`src/rtl/mult_pkg.sv`:
```
// Shared types and helpers for the mult_sel8_seq multiplier.
// Holds the FSM state enum and the ceil-div-3 helper.
package mult_pkg;

    typedef enum logic [1:0] {
        IDLE,
        PRECOMP,
        ACCUM,
        DONE
    } state_t;

    function automatic int ceilDiv3(input int w);
        return (w + 2) / 3;
    endfunction

endpackage

```
`src/rtl/mult_sel8_seq_mux8.sv`:
```
// Purely combinational 8-way selector.
// Picks one of eight W-bit multiples by a 3-bit select.
module mux8_param #(
    parameter int W = 35
) (
    input  logic [W-1:0] in0,
    input  logic [W-1:0] in1,
    input  logic [W-1:0] in2,
    input  logic [W-1:0] in3,
    input  logic [W-1:0] in4,
    input  logic [W-1:0] in5,
    input  logic [W-1:0] in6,
    input  logic [W-1:0] in7,
    input  logic [2:0]   sel,
    output logic [W-1:0] y
);

    always_comb begin
        y = '0;
        unique case (sel)
            3'd0: y = in0;
            3'd1: y = in1;
            3'd2: y = in2;
            3'd3: y = in3;
            3'd4: y = in4;
            3'd5: y = in5;
            3'd6: y = in6;
            3'd7: y = in7;
            default: y = '0;
        endcase
    end

endmodule

```
`src/rtl/mult_sel8_seq.sv`:
```
// Sequential radix-8 multiplier: precompute 0..7*A, then add one group per cycle.
// Define MULT_EARLY_TERM_EN to stop once the remaining multiplier groups are zero.
module mult_sel8_seq
    import mult_pkg::*;
#(
    parameter int WIDTH = 32
) (
    input  logic               Clk,
    input  logic               Reset,
    input  logic               Start,
    input  logic [WIDTH-1:0]   A,
    input  logic [WIDTH-1:0]   B,
    output logic               Busy,
    output logic               Done,
    output logic [2*WIDTH-1:0] Product
);

    localparam int NGRP = ceilDiv3(WIDTH);
    localparam int BW   = 3 * NGRP;
    localparam int MW   = WIDTH + 3;
    localparam int PW   = 2 * WIDTH;
    localparam int IW   = $clog2(NGRP + 1);

    state_t state;
    state_t nextState;

    logic [WIDTH-1:0] aCap;
    logic [BW-1:0]    bSh;
    logic [MW-1:0]    mult [8];
    logic [PW-1:0]    acc;
    logic [IW-1:0]    idx;

    logic [MW-1:0] mSel;
    logic [7:0]    shAmt;
    logic [PW-1:0] addend;
    logic [PW-1:0] accNext;
    logic          lastGrp;
    logic          startOk;

    assign startOk = Start && (state == IDLE || state == DONE);
    assign Busy    = (state == PRECOMP) || (state == ACCUM);
    assign Done    = (state == DONE);

    mux8_param #(.W(MW)) uMux (
        .in0 (mult[0]),
        .in1 (mult[1]),
        .in2 (mult[2]),
        .in3 (mult[3]),
        .in4 (mult[4]),
        .in5 (mult[5]),
        .in6 (mult[6]),
        .in7 (mult[7]),
        .sel (bSh[2:0]),
        .y   (mSel)
    );

    // bSh is shifted down each group, so bits [2:0] are always the current one
    assign shAmt   = 8'(idx) * 8'd3;
    assign addend  = PW'(mSel) << shAmt;
    assign accNext = acc + addend;

`ifdef MULT_EARLY_TERM_EN
    assign lastGrp = (idx == IW'(NGRP - 1)) || (bSh[BW-1:3] == '0);
`else
    assign lastGrp = (idx == IW'(NGRP - 1));
`endif

    always_ff @(posedge Clk) begin
        if (Reset) begin
            state <= IDLE;
        end else begin
            state <= nextState;
        end
    end

    always_comb begin
        nextState = state;
        unique case (state)
            IDLE:    nextState = Start ? PRECOMP : IDLE;
            PRECOMP: nextState = ACCUM;
            ACCUM:   nextState = lastGrp ? DONE : ACCUM;
            DONE:    nextState = Start ? PRECOMP : IDLE;
            default: nextState = IDLE;
        endcase
    end

    always_ff @(posedge Clk) begin
        if (Reset) begin
            aCap    <= '0;
            bSh     <= '0;
            acc     <= '0;
            idx     <= '0;
            Product <= '0;
            for (int k = 0; k < 8; k++) begin
                mult[k] <= '0;
            end
        end else begin
            if (startOk) begin
                aCap <= A;
                bSh  <= BW'(B);
                acc  <= '0;
                idx  <= '0;
            end
            if (state == PRECOMP) begin
                for (int k = 0; k < 8; k++) begin
                    mult[k] <= MW'(aCap) * MW'(k);
                end
            end
            if (state == ACCUM) begin
                acc <= accNext;
                idx <= idx + 1'b1;
                bSh <= bSh >> 3;
                if (lastGrp) begin
                    Product <= accNext;
                end
            end
        end
    end

endmodule

```
`config.mk`:
```
export PLATFORM = sky130hd
export DESIGN_NAME = mult_sel8_seq
export DESIGN_NICKNAME = d
export VERILOG_FILES = /design/src/rtl/mult_pkg.sv /design/src/rtl/mult_sel8_seq_mux8.sv /design/src/rtl/mult_sel8_seq.sv
export SDC_FILE = /design/constraint.sdc
export NUM_CORES = 1
export LEC_CHECK = 0
export CAP_MARGIN = 20
export CORE_MARGIN = 1.5
export CORE_UTILIZATION = 60
export DETAILED_ROUTE_END_ITERATION = 10
export PLACE_DENSITY = 0.8
export SETUP_SLACK_MARGIN = 0.05
export SLEW_MARGIN = 20
export SYNTH_ARGS = -nofsm -noshare
export SYNTH_HDL_FRONTEND = slang
export SYNTH_SLANG_ARGS = --single-unit
```
`constraint.sdc`:
```
create_clock -name Clk -period 16.2 [get_ports Clk]
set_input_delay 2.43 -clock Clk [delete_from_list [all_inputs] [get_ports Clk]]
set_output_delay 2.43 -clock Clk [all_outputs]
set_load 0.01 [all_outputs]
```
==> impl_metrics.json <==
{
  "first_iter_violations": 2045,
  "multiInputGateArea_mm2": 0.01659,
  "track_usage_pct": 32.79,
  "drcViolationCount": 0,
  "wl_um": 74810,
  "layout_commonest_cell": "nand2_1",
  "cts.clk_slew.worst_paths_ps": 60,
  "num_io_pins": 133,
  "syn_area_mm2": 0.02647,
  "required_ps": 16660,
  "synth_warnings": 0,
  "p_leak_nw": 12.89,
  "diodes": 0,
  "synth_fp_nets": 3373,
  "finalSetupTns_ps": 0,
  "grt-busiest-layer": "met2",
  "synthSimpleGateAreaFrac_pct": 17.04,
  "synthAdderAreaFrac_pct": 11.99,
  "ys.flop_type": "dfxtp_1",
  "synthCells": 3074,
  "area_delta_synth_final_pct": 11.39,
  "fin_util_pct": 68.15,
  "synth.area.top_cells": "edfxtp_1 (19%), dfxtp_1 (15%), ha_1 (9.3%)",
  "cp_common_cell": "o21ai_0",
  "nFillCells": 3416,
  "grt_pass1_wl_um": 118100,
  "ctsResizeCount": 0,
  "crit_buf_inv": 1,
  "clk_latency_ps": 580,
  "synth_mux_area_share_pct": 7.671,
  "post_cts_buffers": 0,
  "start_util_pct": 61.18,
  "fmax_ghz": 0.1428,
  "post-route-period-util_pct": 43.22,
  "worstPathArrival_ps": 7460,
  "netlist.area_leader.share_pct": 18.72,
  "hold_viol_final": 0,
  "end_kind": "register",
  "clk_path_buf_depth": 3,
  "drv_slew": 0,
  "met2_usage_pct": 57.46,
  "wire_per_inst_um": 20.19,
  "worstSetupPathType": "register to register",
  "port-buffer-count": 132,
  "hpwl_um": 54900,
  "synth-xor-area-share_pct": 4.566,
  "ys_ff_latch": 363,
  "grt_remaining_overflow": 0,
  "final_cell_mix": "nand2_1 (382), a21oi_1 (342), nor2_1 (337)",
  "synth_edf_count": 165,
  "tightest_slew_ps": 1099,
  "crit_fanout": 47,
  "grt_max_degree": 105,
  "rows": 76,
  "numCtsBuffers": 41,
  "outcome": "completed",
  "drt_first_pass_iters": 6,
  "yosysSeqAreaShare_pct": 33.69,
  "die_area_mm2": 0.04539,
  "gp_congestion": 1.000,
  "yosys.area.top_type": "edfxtp_1",
  "core_mm2": 0.04327,
  "synth_cell_types": 83,
  "max_slew_margin_pct": 26.72,
  "period_needed_ps": 7002,
  "die-height_um": 213.0,
  "die_x_um": 213.0,
  "route.detailed.vias_per_inst": 6.248,
  "min_path_type": "register to register",
  "rsz0062_at_grt": "false",
  "ctsHoldBuffers": 0,
  "slowest_delay_ps": 1090,
  "syn_area_per_cell_um2": 8.611,
  "ir_worst_vdd_mv": 0.09531,
  "cts_tree": "yes",
  "slowest_stage": "ha_2",
  "grt_pass1_vias": 21888,
  "start_kind": "register",
  "synth_compound_area_share_pct": 21.15,
  "grtUsageMet1_pct": 42.22,
  "cp_top_family": "compound AO/OA/AOI/OAI gates",
  "maxCapViolCount": 0,
  "cts_htree_levels": 2,
  "cts.sinks": 363,
  "postSynth.asyncResetShare_pct": 0,
  "vias": 23156,
  "timing.critical_path.cells": "inv_1 -> ha_2 -> o211ai_1 -> a22oi_1 -> nand2_1 -> nor2_1 -> o21ai_0 -> nor2_1 -> ha_1 -> nand4_1 -> nor2_1 -> o21ai_0 -> a21oi_1 -> o21ai_0 -> o21ai_0 -> a31oi_1 -> o21ai_0 -> or3b_1 -> a32o_1",
  "power_density_mw_per_mm2": 93.92,
  "setup_viol": 0,
  "finClkSkew_ps": 16.82,
  "grt_antenna_before_repair": 0,
  "met3_usage_pct": 3.250,
  "drive_gt1_share_pct": 4.293,
  "nets": 3387,
  "synth_top_family_by_area": "compound AO/OA/AOI/OAI gates",
  "seqCellArea_mm2": 0.008924,
  "root_buffer": "clkbuf_16",
  "antenna_left": 0
}
[stage by stage]
step	std cells	cell area, µm²	power [W]	worst slack, ps	hold WS [ps]
2_1_floorplan	3074	26470	0.001567	9591	431.5
3_3_place_gp	3630	27980	0.001721	9450	441.3
3_5_place_dp	3630	27980	0.001742	9360	445.3
4_1_cts	3706	29480	0.002772	9346	452.8
5_1_grt	3706	29490	0.002884	8712	464.8
6_report	3706	29490	0.002769	9198	449.3
[worst min-delay path: stages (launching register included)]
cell,delay [ps]
dfxtp_1,300
nand2_1,50
a21oi_1,50
[cells by family (layout without fill, tap and decap cells)]
kind of cell | Yosys count | in the layout
adders and majority gates | 232 | 232
xor gates and xnor gates | 138 | 138
buffers and inverters | 244 | 291
and+or+nand+nor | 1017 | 1017
muxes | 197 | 197
AOI/OAI and AO/OA | 883 | 883
DFF | 363 | 363
[layer usage]
metal	vias to the layer above	routed length (µm)	part of all wire, %
li1	11134	-	-
met4	0	2492	3.3
met1	11068	31680	42
met5	-	0	0
met3	154	3933	5.3
met2	800	36710	49
[power by group]
part | internal [W] | switching [W] | leakage [nW]
Combinational | 0.000241 | 0.000400 | 8.82
Sequential | 0.00104 | 0.0000607 | 3.34
Clock | 0.000635 | 0.000397 | 0.727
Total | 0.00191 | 0.000858 | 12.9
[sequential cells by signal, summed over array words and instances (netlist names)]
| name | cells |
|---|---|
| acc | 64 |
| idx | 4 |
| aCap | 32 |
| mult | 165 |
| Product | 64 |
| bSh | 32 |
| state | 2 |
[final timing paths]
path	from	endpoint	slack [ps]	cells after the start
worst max-delay path	idx[0]$_SDFFE_PP0P_	acc[63]$_SDFFE_PP0P_	9200	19
worst min-delay path	Product[30]$_SDFFE_PP0P_	Product[30]$_SDFFE_PP0P_	450	2
worst max register to register	idx[0]$_SDFFE_PP0P_	acc[63]$_SDFFE_PP0P_	9200	19
worst min register to register	Product[30]$_SDFFE_PP0P_	Product[30]$_SDFFE_PP0P_	450	2
[cell usage after synthesis (all sizes together), types with 5 or more instances]
library cell  instances
nand2               383
a21oi               342
nor2                337
dfxtp               198
ha                  196
mux2i               186
edfxtp              165
clkbuf              128
o21ai               108
a21o                106
xnor2                75
and2                 68
a22o                 63
xor2                 63
buf                  61
inv                  54
a211oi               46
nor3                 45
a31oi                41
nand3                38
fa                   36
o22ai                31
nand4                30
nor2b                27
nand2b               24
o21bai               24
and3                 23
o21a                 19
o211ai               12
a21boi               11
o31ai                 9
or3                   9
a31o                  7
mux2                  7
nand3b                7
nor3b                 7
a41oi                 6
a22oi                 5
o31a                  5
or2                   5
[cell type report]
class / count / share of cell area (%)
timing repair buffer: 160 / 5.211
tap: 585 / 2.482
clock buffer: 56 / 3.946
multi-input combinational: 2467 / 56.25
inverter: 55 / 0.7001
sequential: 363 / 30.26
clock inverter: 20 / 1.150
Note: power is estimated with default switching activity, not from simulation.
